$ cat src/rtl/motor_ramp_sequencer_if.sv
// Command channel into the motor ramp sequencer: requested direction and duty
// transferred on a valid/ready handshake.
interface motor_ramp_sequencer_if;
  logic       cmd_valid;
  logic       cmd_ready;
  logic       cmd_dir;
  logic [6:0] cmd_duty;

  modport master (output cmd_valid, output cmd_dir, output cmd_duty, input cmd_ready);
  modport slave  (input cmd_valid, input cmd_dir, input cmd_duty, output cmd_ready);
endinterface

$ cat src/rtl/motor_ramp_sequencer.sv
// Soft-start/soft-stop PWM sequencer for one H-bridge channel: ramps duty in 1 % steps,
// and on reversal ramps to zero, flips direction and holds a dead time before re-enabling.
module motor_ramp_sequencer #(
  parameter int unsigned STEP_DIV     = 1250,
  parameter int unsigned RAMP_PERIODS = 10,
  parameter int unsigned DEAD_TIME    = 124999999
) (
  input  logic                         clk,
  input  logic                         rst,
  motor_ramp_sequencer_if.slave        cmd,
  input  logic                         stop,
  output logic                         motor_dir,
  output logic                         motor_en,
  output logic [6:0]                   cur_duty,
  output logic                         busy
);

  localparam int unsigned PsW = (STEP_DIV > 1) ? $clog2(STEP_DIV) : 1;
  localparam int unsigned RcW = (RAMP_PERIODS > 1) ? $clog2(RAMP_PERIODS) : 1;
  localparam logic [PsW-1:0] PsLast   = PsW'(STEP_DIV - 1);
  localparam logic [RcW-1:0] RcLast   = RcW'(RAMP_PERIODS - 1);
  localparam logic [26:0]    DeadLast = 27'(DEAD_TIME - 1);

  typedef enum logic [1:0] {StIdle, StRun, StRampDown, StDead} state_e;

  state_e           state_q, state_d;
  logic             cur_dir_q, cur_dir_d;
  logic [6:0]       cur_duty_q, cur_duty_d;
  logic [6:0]       target_q, target_d;
  logic             pend_dir_q, pend_dir_d;
  logic [6:0]       pend_duty_q, pend_duty_d;
  logic [PsW-1:0]   prescale_q, prescale_d;
  logic [6:0]       step_q, step_d;
  logic [RcW-1:0]   ramp_cnt_q, ramp_cnt_d;
  logic [26:0]      dead_cnt_q, dead_cnt_d;
  logic             motor_en_q, motor_en_d;
  logic             motor_dir_q, motor_dir_d;

  logic             running, pb, rt, accept;
  logic [6:0]       cmd_duty_clamped, duty_stepped;

  assign running          = (state_q == StRun) || (state_q == StRampDown);
  assign pb               = running && (prescale_q == PsLast) && (step_q == 7'd99);
  assign rt               = pb && (ramp_cnt_q == RcLast);
  assign cmd.cmd_ready    = ((state_q == StIdle) || (state_q == StRun)) && !stop;
  assign accept           = cmd.cmd_valid && cmd.cmd_ready;
  assign cmd_duty_clamped = (cmd.cmd_duty > 7'd100) ? 7'd100 : cmd.cmd_duty;

  // Duty as it will be after this cycle's ramp tick (unchanged off-tick).
  always_comb begin
    duty_stepped = cur_duty_q;
    if (rt) begin
      if (cur_duty_q < target_q) begin
        duty_stepped = cur_duty_q + 7'd1;
      end else if (cur_duty_q > target_q) begin
        duty_stepped = cur_duty_q - 7'd1;
      end
    end
  end

  // PWM timebase; held at zero outside RUN/RAMP_DOWN so every RUN entry starts a fresh period.
  always_comb begin
    prescale_d = '0;
    step_d     = '0;
    ramp_cnt_d = '0;
    if (running && !stop) begin
      prescale_d = prescale_q + 1'b1;
      step_d     = step_q;
      ramp_cnt_d = ramp_cnt_q;
      if (prescale_q == PsLast) begin
        prescale_d = '0;
        step_d     = (step_q == 7'd99) ? 7'd0 : step_q + 7'd1;
        if (step_q == 7'd99) begin
          ramp_cnt_d = (ramp_cnt_q == RcLast) ? '0 : ramp_cnt_q + 1'b1;
        end
      end
    end
  end

  always_comb begin
    state_d     = state_q;
    cur_dir_d   = cur_dir_q;
    cur_duty_d  = cur_duty_q;
    target_d    = target_q;
    pend_dir_d  = pend_dir_q;
    pend_duty_d = pend_duty_q;
    dead_cnt_d  = '0;
    unique case (state_q)
      StIdle: begin
        if (accept) begin
          target_d = cmd_duty_clamped;
          if (cmd.cmd_dir == cur_dir_q) begin
            state_d = StRun;
          end else begin
            cur_dir_d = cmd.cmd_dir;
            state_d   = StDead;
          end
        end
      end
      StRun: begin
        cur_duty_d = duty_stepped;
        if (accept) begin
          if (cmd.cmd_dir == cur_dir_q) begin
            target_d = cmd_duty_clamped;
          end else begin
            pend_dir_d  = cmd.cmd_dir;
            pend_duty_d = cmd_duty_clamped;
            target_d    = '0;
            state_d     = StRampDown;
          end
        end else if (pb && (duty_stepped == '0) && (target_q == '0)) begin
          state_d = StIdle;
        end
      end
      StRampDown: begin
        cur_duty_d = duty_stepped;
        // Leave on the boundary that ends the last non-zero period; EN is already low there.
        if (pb && (duty_stepped == '0)) begin
          state_d   = StDead;
          cur_dir_d = pend_dir_q;
          target_d  = pend_duty_q;
        end
      end
      StDead: begin
        if (dead_cnt_q == DeadLast) begin
          state_d = StRun;
        end else begin
          dead_cnt_d = dead_cnt_q + 27'd1;
        end
      end
      default: state_d = StIdle;
    endcase
    if (stop) begin
      state_d     = StIdle;
      cur_duty_d  = '0;
      target_d    = '0;
      pend_dir_d  = 1'b0;
      pend_duty_d = '0;
      dead_cnt_d  = '0;
    end
  end

  assign motor_en_d  = running && (step_q < cur_duty_q) && !stop;
  assign motor_dir_d = cur_dir_q;

  always_ff @(posedge clk or posedge rst) begin
    if (rst) begin
      state_q     <= StIdle;
      cur_dir_q   <= 1'b0;
      cur_duty_q  <= '0;
      target_q    <= '0;
      pend_dir_q  <= 1'b0;
      pend_duty_q <= '0;
      prescale_q  <= '0;
      step_q      <= '0;
      ramp_cnt_q  <= '0;
      dead_cnt_q  <= '0;
      motor_en_q  <= 1'b0;
      motor_dir_q <= 1'b0;
    end else begin
      state_q     <= state_d;
      cur_dir_q   <= cur_dir_d;
      cur_duty_q  <= cur_duty_d;
      target_q    <= target_d;
      pend_dir_q  <= pend_dir_d;
      pend_duty_q <= pend_duty_d;
      prescale_q  <= prescale_d;
      step_q      <= step_d;
      ramp_cnt_q  <= ramp_cnt_d;
      dead_cnt_q  <= dead_cnt_d;
      motor_en_q  <= motor_en_d;
      motor_dir_q <= motor_dir_d;
    end
  end

  assign motor_en  = motor_en_q;
  assign motor_dir = motor_dir_q;
  assign cur_duty  = cur_duty_q;
  assign busy      = (state_q != StIdle);

endmodule

$ cat src/flat_wrapper.sv
// flat-port wrapper written by rule: the top's interface ports become plain ports
module motor_ramp_sequencer_flat 
#(
  parameter int unsigned STEP_DIV     = 1250,
  parameter int unsigned RAMP_PERIODS = 10,
  parameter int unsigned DEAD_TIME    = 124999999
)
  (clk, rst, stop, motor_dir, motor_en, cur_duty, busy, cmd_cmd_valid, cmd_cmd_dir, cmd_cmd_duty, cmd_cmd_ready);
  motor_ramp_sequencer_if cmd_i ();
  input  logic clk;
  input  logic rst;
  input  logic stop;
  output logic motor_dir;
  output logic motor_en;
  output logic [6:0] cur_duty;
  output logic busy;
  input wire logic [$bits(cmd_i.cmd_valid)-1:0] cmd_cmd_valid;
  input wire logic [$bits(cmd_i.cmd_dir)-1:0] cmd_cmd_dir;
  input wire logic [$bits(cmd_i.cmd_duty)-1:0] cmd_cmd_duty;
  output wire logic [$bits(cmd_i.cmd_ready)-1:0] cmd_cmd_ready;
  assign cmd_i.cmd_valid = cmd_cmd_valid;
  assign cmd_i.cmd_dir = cmd_cmd_dir;
  assign cmd_i.cmd_duty = cmd_cmd_duty;
  assign cmd_cmd_ready = cmd_i.cmd_ready;
  motor_ramp_sequencer #(.STEP_DIV(STEP_DIV), .RAMP_PERIODS(RAMP_PERIODS), .DEAD_TIME(DEAD_TIME)) u_core (.clk(clk), .rst(rst), .cmd(cmd_i), .stop(stop), .motor_dir(motor_dir), .motor_en(motor_en), .cur_duty(cur_duty), .busy(busy));
endmodule
$ cat config.mk
export PLATFORM = sky130hd
export DESIGN_NAME = motor_ramp_sequencer_flat
export DESIGN_NICKNAME = d
export VERILOG_FILES = /design/src/rtl/motor_ramp_sequencer_if.sv /design/src/rtl/motor_ramp_sequencer.sv /design/src/flat_wrapper.sv
export SDC_FILE = /design/constraint.sdc
export NUM_CORES = 1
export LEC_CHECK = 0
export ABC_CLOCK_PERIOD_IN_PS = 9100
export CORE_AREA = 2 2 76 107
export DETAILED_ROUTE_END_ITERATION = 12
export DIE_AREA = 0 0 78 109
export PLACE_DENSITY = 0.89
export SYNTH_ARGS = -nofsm -noshare
export SYNTH_HDL_FRONTEND = slang
export SYNTH_SLANG_ARGS = --single-unit
$ cat constraint.sdc
create_clock -name clk -period 9.1 [get_ports clk]
set_input_delay 1.82 -clock clk [delete_from_list [all_inputs] [get_ports clk]]
set_output_delay 1.82 -clock clk [all_outputs]
set_load 0.01 [all_outputs]
==> results by group <==
Run status
  • Status: finished, final reports clean

Hold path
  • Hold Crit Class: reg2reg

Synth
  • Synthesized area: 4380 sq um
  • Yosys reg bits: 76
  • Leading area contributor after synthesis: dfrtp_1
  • Top cell type's share of synthesized area: 43.4%
  • Synth area leaders: dfrtp_1 (43%), ha_1 (7.4%), nor2_1 (7.1%)
  • Syn Nets: 516
  • Mean Syn Cell Area: 9.17 sq um
  • Ys flop type: dfrtp_1
  • Post-Syn Instances: roughly 480
  • Synth cell types: 52
  • Post-synth EDFFs: 0
  • Fraction of registers with async set/reset: 100%
  • Register area share after synthesis: 43.4%
  • Ys Warns: 0

Placement
  • IO buf count: 22
  • Detailed Place HPWL: 7080 um
  • DP Area: 4700 sq um
  • Placed cells: 592
  • Final GP Congestion: roughly 0.90

Setup path
  • WP data required: 7.28 ns
  • Critical path class: in2out
  • Critical path endpoint category: output pin
  • FF-to-FF setup slack: 5.65 ns
  • Crit path arrival time: about 3.2 ns
  • Critical path launch point type: primary input
  • CP Max Fanout: 26

Job
  • Max Cap Viol: 0

STA
  • Worst-Margin Slew: approximately 1.1 ns
  • FMAX: ~200 MHz
  • # setup viols final: 0
  • Final Hold Viols: 0
  • Setup TNS: 0 ns
  • Relative slew slack: 29.5%
  • Final min period: 4.98 ns
  • RSZ-0062 raised after global routing: false
  • Slew Limit Fails: 0
  • Worst Skew: 0.0125 ns
  • Fin crit share: 54.7%

Final layout
  • Final core utilization: 65.0%
  • Final nets: approximately 540
  • Post-route cell area: 4950 sq um
  • Share of layout cells above drive strength 1: 6.89%
  • P&R area growth vs syn: 12.9%
  • Diode count: 0
  • Fin cells: 608

Floorplan
  • Initial Utilization: 57.6%
  • Io pins: 23
  • Die area: 8500 sq um
  • FP Rows: 38
  • CORE AREA: approximately 7600 sq um
  • Die X: 78 um
  • Die Y: 109 um

Global routing
  • GRT Overall Usage: approximately 25%
  • Initial antenna violation count: 0
  • Overflow after GRT: 0
  • First-pass GRT wire length: 16800 um
  • Vias in the first global route: 3702
  • Largest net degree at the start of global routing: 77

Route
  • First-pass DRT Iterations: 4
  • Routed WL: slightly below 10000 um
  • Via/cell ratio: 5.88
  • Post-route ant nets: 0
  • Drt drc: 0
  • Via count: 3577
  • Detailed Route Iter0 Violations: 234
  • Routed len/inst: 16.0 um

Clock tree
  • Clock Latency Late Sink: ~0.36 ns
  • PostCTS Resize Cnt: 0
  • CTS clk-pin slew, worst paths: 0.08 ns
  • CTS Hold Bufs: 0
  • Max clock buf depth: 2
  • Root Buffer: clkbuf_8
  • CTS tree: done
  • H-tree depth: 3
  • Post-CTS Setup Bufs: 0
  • CTS buffer count: 9
  • # clock sinks: 76

Power and ir drop
  • Peak supply drop: 139 uV
  • Pleak: 2.12 nW
  • PwrDens: 213 nW/um^2
-- stage by stage --
step	worst slack [ns]	power [W]	hold slack, ns
2_1_floorplan	4.47	0.000646	0.429
3_3_place_gp	4.16	0.000722	0.455
3_5_place_dp	4.13	0.000737	0.468
4_1_cts	4.13	0.00105	0.487
5_1_grt	4.06	0.00112	0.509
6_report	4.12	0.00105	0.493
-- layout make-up --
type                    count  area (sq um)
well taps                 100           125
clock buffers               9           124
fillers                   598          2660
clock inverters             7           121
multi-input cells         367          2350
repair buffers             24           235
inverters                  25          93.8
flip-flops and latches     76          1900
-- critical path, cell delays in order --
cell	delay [ns]
clkdlybuf4s50_1	0.40
buf_4	0.23
nor2_1	0.16
clkdlybuf4s50_1	0.55
-- layer usage --
| metal | track usage (%) | part of all wire (%) |
|---|---|---|
| met5 | 0 | 0 |
| met4 | 13.0 | 3.2 |
| met2 | 45.6 | 55 |
| met1 | 27.3 | 39 |
| met3 | 5.05 | 2.7 |
-- placed cells by master, fill, tap and decap left out, types with 4 or more instances in the layout --
cell type	count
ha_1	26
xnor2_1	16
nor2_1	83
nand4_1	13
nor2b_1	4
a22oi_1	9
clkdlybuf4s50_1	22
mux2i_1	4
a21o_1	4
nand2b_1	8
and3_1	12
inv_1	22
xor2_1	26
o21ai_0	18
and2_1	5
nor4_1	7
nand2_1	35
nand3_1	22
o31ai_1	5
dfrtp_1	76
a21oi_1	15
clkbuf_8	9
mux2_2	7
nor3_1	6
-- final timing paths --
kind | depth (start not counted) | to | start
worst max-delay path | 4 | cmd_cmd_ready | stop
worst min-delay path | 0 | u_core.motor_dir | u_core.cur_dir_q
worst max register to register | 11 | u_core.state_q[1] | u_core.cur_duty[0]
worst min register to register | 0 | u_core.motor_dir | u_core.cur_dir_q
max in group asynchronous | 3 | u_core.prescale_q[7] | rst
min in group asynchronous | 3 | u_core.dead_cnt_q[11] | rst
-- flip-flops by register name, indices dropped and copies added (netlist names) --
signal / flops
u_core.motor_dir: 1
u_core.cur_duty: 7
u_core.pend_dir_q: 1
u_core.cur_dir_q: 1
u_core.state_q: 2
u_core.ramp_cnt_q: 4
u_core.step_q: 7
u_core.prescale_q: 11
u_core.target_q: 7
u_core.motor_en: 1
u_core.pend_duty_q: 7
u_core.dead_cnt_q: 27
-- logic make-up (layout without fill, tap and decap cells) --
group,after synthesis,in the layout,share of synthesized area [%]
mux,11,11,2.71
compound gates,75,75,11.6
xor+xnor,42,42,8.39
flops,76,76,43.4
fa+ha+maj,26,26,7.42
buf+inv,35,65,3.08
simple gates,213,213,23.4
-- where the power goes --
group | leakage [nW] | switching (W) | internal [W]
logic | 0.949 | 0.000204 | 0.000141
clock network | 0.124 | 0.000131 | 0.000184
registers | 1.05 | 0.0000270 | 0.000366
total | 2.12 | 0.000362 | 0.000691
-- synth_stat cells, drive strengths merged (13+ instances only) --
cell and count:
and3 13, nand2 36, dfrtp 76, xor2 26
nand4 13, ha 26, inv 23, nor2 84
xnor2 16, o21ai 20, a21oi 15, nand3 22
Power figures use the tool's default switching activity.
